==> src/rtl/fp_argmax_stream.sv <==
// Streaming argmax over N_CLASS IEEE-754 scores, valid/ready on both sides.
// Define ARGMAX_TOP2_EN to also report the runner-up on m_idx2/m_max2.
module fp_argmax_stream #(
    parameter int  N_CLASS = 10,
    parameter int  EXP_W   = 8,
    parameter int  MAN_W   = 23,
    localparam int DATA_W  = 1 + EXP_W + MAN_W,
    localparam int IDX_W   = $clog2(N_CLASS)
) (
    input  logic              clk,
    input  logic              rst,
    input  logic              s_valid,
    output logic              s_ready,
    input  logic [DATA_W-1:0] s_data,
    input  logic              s_last,
    output logic              m_valid,
    input  logic              m_ready,
    output logic [IDX_W-1:0]  m_idx,
    output logic [DATA_W-1:0] m_max,
    output logic              m_err,
`ifdef ARGMAX_TOP2_EN
    output logic [IDX_W-1:0]  m_idx2,
    output logic [DATA_W-1:0] m_max2,
`endif
    output logic              m_all_nan
);

    typedef enum logic [1:0] {ACC, OUT, DRAIN} state_e;

    localparam logic [IDX_W-1:0]  LAST_IDX = IDX_W'(N_CLASS - 1);
    localparam logic [DATA_W-1:0] SIGN_BIT = {1'b1, {(DATA_W-1){1'b0}}};

    function automatic logic is_nan(input logic [DATA_W-1:0] x);
        return (&x[DATA_W-2:MAN_W]) && (|x[MAN_W-1:0]);
    endfunction

    // Monotone unsigned key: -0 folds onto +0, negatives are bit-inverted.
    function automatic logic [DATA_W-1:0] order_key(input logic [DATA_W-1:0] x);
        logic [DATA_W-1:0] c;
        c = (x[DATA_W-2:0] == '0) ? '0 : x;
        return c[DATA_W-1] ? ~c : (c ^ SIGN_BIT);
    endfunction

    // Strict "a beats b"; NaN loses to every non-NaN value.
    function automatic logic greater(input logic [DATA_W-1:0] a, input logic [DATA_W-1:0] b);
        if (is_nan(a)) return 1'b0;
        if (is_nan(b)) return 1'b1;
        return order_key(a) > order_key(b);
    endfunction

    state_e            state_q, state_d;
    logic [IDX_W-1:0]  count_q, count_d;
    logic [DATA_W-1:0] max_q, max_d;
    logic [IDX_W-1:0]  idx_q, idx_d;
    logic              err_q, err_d;
    logic              long_q, long_d;
    logic              ready_q, ready_d;
    logic              acc_xfer;
    logic              first_el;
    logic              take_max;

    always_comb begin
        // NOTE: every _d takes its hold value first, so no branch below can infer a latch.
        state_d  = state_q;
        count_d  = count_q;
        max_d    = max_q;
        idx_d    = idx_q;
        err_d    = err_q;
        long_d   = long_q;
        acc_xfer = (state_q == ACC) && s_valid && ready_q;
        first_el = (count_q == '0);
        take_max = !first_el && greater(s_data, max_q);

        unique case (state_q)
            ACC: begin
                if (acc_xfer) begin
                    if (first_el || take_max) begin
                        max_d = s_data;
                        idx_d = count_q;
                    end
                    count_d = count_q + IDX_W'(1);
                    if (s_last || (count_q == LAST_IDX)) begin
                        state_d = OUT;
                        err_d   = !s_last || (count_q != LAST_IDX);
                        long_d  = !s_last;
                    end
                end
            end
            OUT: begin
                if (m_ready) begin
                    state_d = long_q ? DRAIN : ACC;
                    count_d = '0;
                end
            end
            DRAIN: begin
                if (s_valid && ready_q && s_last) state_d = ACC;
            end
            default: state_d = ACC;
        endcase

        // Registered so s_ready stays low for the first cycle out of reset.
        ready_d = (state_d != OUT);
    end

    // NOTE: registers use non-blocking assignments so each one samples pre-edge values.
    always_ff @(posedge clk) begin
        if (rst) begin
            state_q <= ACC;
            count_q <= '0;
            max_q   <= '0;
            idx_q   <= '0;
            err_q   <= 1'b0;
            long_q  <= 1'b0;
            ready_q <= 1'b0;
        end else begin
            state_q <= state_d;
            count_q <= count_d;
            max_q   <= max_d;
            idx_q   <= idx_d;
            err_q   <= err_d;
            long_q  <= long_d;
            ready_q <= ready_d;
        end
    end

    assign s_ready   = ready_q;
    assign m_valid   = (state_q == OUT);
    assign m_idx     = idx_q;
    assign m_max     = max_q;
    assign m_err     = err_q;
    assign m_all_nan = is_nan(max_q);

`ifdef ARGMAX_TOP2_EN
    logic [DATA_W-1:0] sec_q, sec_d;
    logic [IDX_W-1:0]  idx2_q, idx2_d;
    logic              sec_vld_q, sec_vld_d;

    always_comb begin
        sec_d     = sec_q;
        idx2_d    = idx2_q;
        sec_vld_d = sec_vld_q;
        if (acc_xfer) begin
            if (first_el) begin
                sec_d     = '0;
                idx2_d    = '0;
                sec_vld_d = 1'b0;
            end else if (take_max) begin
                sec_d     = max_q;
                idx2_d    = idx_q;
                sec_vld_d = 1'b1;
            end else if (!sec_vld_q || greater(s_data, sec_q)) begin
                sec_d     = s_data;
                idx2_d    = count_q;
                sec_vld_d = 1'b1;
            end
        end
    end

    always_ff @(posedge clk) begin
        if (rst) begin
            sec_q     <= '0;
            idx2_q    <= '0;
            sec_vld_q <= 1'b0;
        end else begin
            sec_q     <= sec_d;
            idx2_q    <= idx2_d;
            sec_vld_q <= sec_vld_d;
        end
    end

    assign m_idx2 = idx2_q;
    assign m_max2 = sec_q;
`else
    // Single-winner build: no runner-up datapath.
`endif

endmodule

==> config.mk <==
export PLATFORM = sky130hd
export DESIGN_NAME = fp_argmax_stream
export DESIGN_NICKNAME = d
export VERILOG_FILES = /design/src/rtl/fp_argmax_stream.sv
export SDC_FILE = /design/constraint.sdc
export NUM_CORES = 1
export LEC_CHECK = 0
export ABC_CLOCK_PERIOD_IN_PS = 4800
export CAP_MARGIN = 25
export CORE_ASPECT_RATIO = 0.9
export CORE_MARGIN = 2
export CORE_UTILIZATION = 53
export CTS_CLUSTER_SIZE = 30
export DETAILED_ROUTE_END_ITERATION = 10
export GPL_TIMING_DRIVEN = 1
export PLACE_DENSITY = 0.82
export SETUP_SLACK_MARGIN = 0.4
export SLEW_MARGIN = 20
export SYNTH_ARGS = -nofsm -noshare
export SYNTH_HDL_FRONTEND = slang
export SYNTH_SLANG_ARGS = --single-unit
==> constraint.sdc <==
create_clock -name clk -period 4.8 [get_ports clk]
set_clock_uncertainty 0.15 [all_clocks]
set_input_delay 0.72 -clock clk [delete_from_list [all_inputs] [get_ports clk]]
set_output_delay 0.72 -clock clk [all_outputs]
set_load 0.005 [all_outputs]
==> results.sh <==
export IMPL_antennaDiodeCount=0
export IMPL_synth_area_um2=3760
export IMPL_path_class="in -> reg"
export IMPL_max_freq_ghz=0.227
export IMPL_switching_share_pct=37.5
export IMPL_cp_required_ns=4.90
export IMPL_nNetsFinal=643
export IMPL_drt_pass1_iterations=5
export IMPL_hold_viol=0
export IMPL_hold_class="reg -> reg"
export IMPL_critPathMaxFanout=13
export IMPL_seq_area_frac_synth_pct=23.9
export IMPL_grt_pass1_wl_um=17800
export IMPL_ioPinCount=77
export IMPL_antenna_found_initial=0
export IMPL_drt_total_wl_um=12600
export IMPL_dp_hpwl_um=7810
export IMPL_finalSetupTns_ns=0
export IMPL_critPathLaunchType="input pin"
export IMPL_cts_sinks=45
export IMPL_cts_tree="done"
export IMPL_peakVddDrop_v=0.000161
export IMPL_ys_top_cells_by_count="a21oi_1 (46), dfxtp_1 (45), nor2_1 (43)"
export IMPL_start_util_pct=54.0
export IMPL_synth_area_leader_cell="dfxtp_1"
export IMPL_fin_crit_ns=4.41
export IMPL_pwr_share_comb_pct=42.2
export IMPL_utilization_pct=71.7
export IMPL_die_area_um2=7790
export IMPL_grtUsageTotal_pct=27.8
export IMPL_io_buffers=76
export IMPL_p_leak_nw=2.17
export IMPL_syn_avg_cell_area_um2=7.51
export IMPL_synthArstFlopShare_pct=0
export IMPL_power_density_nw_per_um2=256
export IMPL_tightest_slew_ns=0.695
export IMPL_crit_path_end_kind="register"
export IMPL_ys_warn_count=0
export IMPL_ys_types=45
export IMPL_place_inst=648
export IMPL_grt_ovfl_total=0
export IMPL_clk_path_buf_depth=2
export IMPL_cts_made_buffers=5
export IMPL_synth_edf_count=0
export IMPL_synth_ff_latch_count=45
export IMPL_min_period_over_period_pct=91.9
export IMPL_die_y_um=83.9
export IMPL_layout_drive_gt1_share_pct=9.97
export IMPL_wire_per_inst_um=18.9
export IMPL_gp_congestion=0.877
export IMPL_synthTopCellsByArea="dfxtp_1 (24%), ha_1 (11%), xor2_1 (7.9%)"
export IMPL_rsz0062_at_grt="true"
export IMPL_setup_viol=0
export IMPL_yosysMostFrequentCell="a21oi_1"
export IMPL_clock_latency_ns=0.31
export IMPL_drt_initial_drc_count=416
export IMPL_area_growth_syn_to_layout_pct=32.8
export IMPL_core_um2=6970
export IMPL_drc=0
export IMPL_cts_root_buf="clkbuf_8"
export IMPL_ys_flop_type="dfxtp_1"
export IMPL_final_cells=665
export IMPL_slew_headroom_pct=53.7
export IMPL_syn_inst=501
export IMPL_outcome="complete, no violations"
export IMPL_power_frac_seq_pct=34.3
export IMPL_synth_top_area_share_pct=23.9
export IMPL_grt_max_degree=53
export IMPL_maxSlewViolCount=0
export IMPL_rows=29
export IMPL_dr_total_vias=4064
export IMPL_p_int_uw=800
export IMPL_ant_nets=0
export IMPL_die_width_um=92.8
export IMPL_drv_cap=0
export IMPL_grt_pass1_vias=3799
export IMPL_viasPerCell=6.11
export IMPL_p_switching_uw=480
export IMPL_cp_arrival_ns=4.51
export IMPL_synth_fp_nets=572
export IMPL_h_tree_depth=2
export IMPL_clkPwrFrac_pct=23.5
export IMPL_clk_pin_slew_ns=0.10
-- registers in the layout, summed over array words and instances, names as in the netlist --
signal   count
state_q      2
long_q       1
m_max       32
m_idx        4
count_q      4
m_err        1
s_ready      1
-- layout make-up --
class / instances / area, um2
fillers: 519 / 1970
well taps: 93 / 116
repair buffers: 97 / 1040
clock buffers: 5 / 68.8
flip-flops and latches: 45 / 902
clock inverters: 2 / 38.8
multi-input cells: 381 / 2680
inverters: 42 / 158
-- power groups by stage --
stage | clock (mW) | sequential, mW | combinational, mW
6_report | 0.301 | 0.439 | 0.541
5_1_grt | 0.318 | 0.441 | 0.584
4_1_cts | 0.302 | 0.436 | 0.483
3_5_place_dp | 0 | 0.445 | 0.477
3_3_place_gp | 0 | 0.444 | 0.459
2_1_floorplan | 0 | 0.433 | 0.317
-- critical path, cell delays in order --
cell      delay [ns]
buf_2           0.14
nor4_4          0.31
nand4_1         0.26
nor3_4          0.33
buf_6           0.18
nor2_1          0.08
ha_1            0.32
and3_4          0.20
nand4_1         0.18
nor4_2          0.38
o41ai_2         0.17
a221oi_4        0.68
buf_6           0.27
o21ai_0         0.12
a21oi_1         0.15
-- cell families (layout without fill, tap and decap cells) --
group | after synthesis | count (layout) | share of synthesized area, %
AND/OR/NAND/NOR | 178 | 178 | 24.9
XOR/XNOR | 64 | 64 | 14.9
flip-flops | 45 | 45 | 23.9
AO/OA/AOI/OAI | 105 | 105 | 16.6
buffers and inverters | 75 | 146 | 8.38
adder cells (fa/ha/maj) | 34 | 34 | 11.3
-- worst paths after layout --
kind	from	endpoint	slack (ns)	cells past startpoint
max	s_data[14]	m_max[24]$_SDFFE_PP0P_	0.39	15
min	long_q$_SDFFE_PP0P_	long_q$_SDFFE_PP0P_	0.32	2
max reg2reg	m_max[19]$_SDFFE_PP0P_	m_idx[1]$_SDFFE_PP0P_	0.50	14
min reg2reg	long_q$_SDFFE_PP0P_	long_q$_SDFFE_PP0P_	0.32	2
-- repair_timing --
item	CTS	global route
cloned	1	5
pin swaps	4	25
gates resized for setup	9	62
hold buffers	0	0
setup endpoints to repair	36	36
setup buffers	2	2
endpoints found under the hold margin	0	0
-- metrics by stage --
stage	instance area, um2	setup slack (ns)	hold slack (ns)	total power [mW]
4_1_cts	4760	0.403	0.316	1.22
3_5_place_dp	4600	-0.179	0.299	0.921
5_1_grt	5000	0.270	0.339	1.34
3_3_place_gp	4600	-0.0318	0.286	0.903
6_report	5000	0.388	0.319	1.28
2_1_floorplan	3760	0.745	0.271	0.750
-- per-layer routing --
layer | vias to the layer above | wire length (um) | track usage, %
li1 | 1867 | - | -
met1 | 1932 | 5170 | 36.3
met2 | 215 | 6020 | 45.8
met3 | 50 | 1010 | 5.42
met4 | 0 | 378 | 9.49
met5 | - | 0 | 0
-- cell usage in the layout (no fill, tap or decap), types with 3 or more instances in the layout --
cell type        instances
a211oi_1                 4
a21oi_1                 46
buf_4                   11
buf_6                    6
clkbuf_2                 4
clkbuf_8                 5
clkdlybuf4s50_1         44
dfxtp_1                 44
dlymetal6s2s_1          26
ha_1                    34
inv_1                   42
nand2_1                 39
nand2b_1                 3
nand3_1                  7
nand4_1                 11
nor2_1                  43
nor2b_1                  4
nor3_1                   4
nor4_1                   5
nor4_2                   7
o21ai_0                 30
o21ai_1                 10
or3_1                   37
xnor2_1                 30
xor2_1                  34
Power figures use the tool's default switching activity.
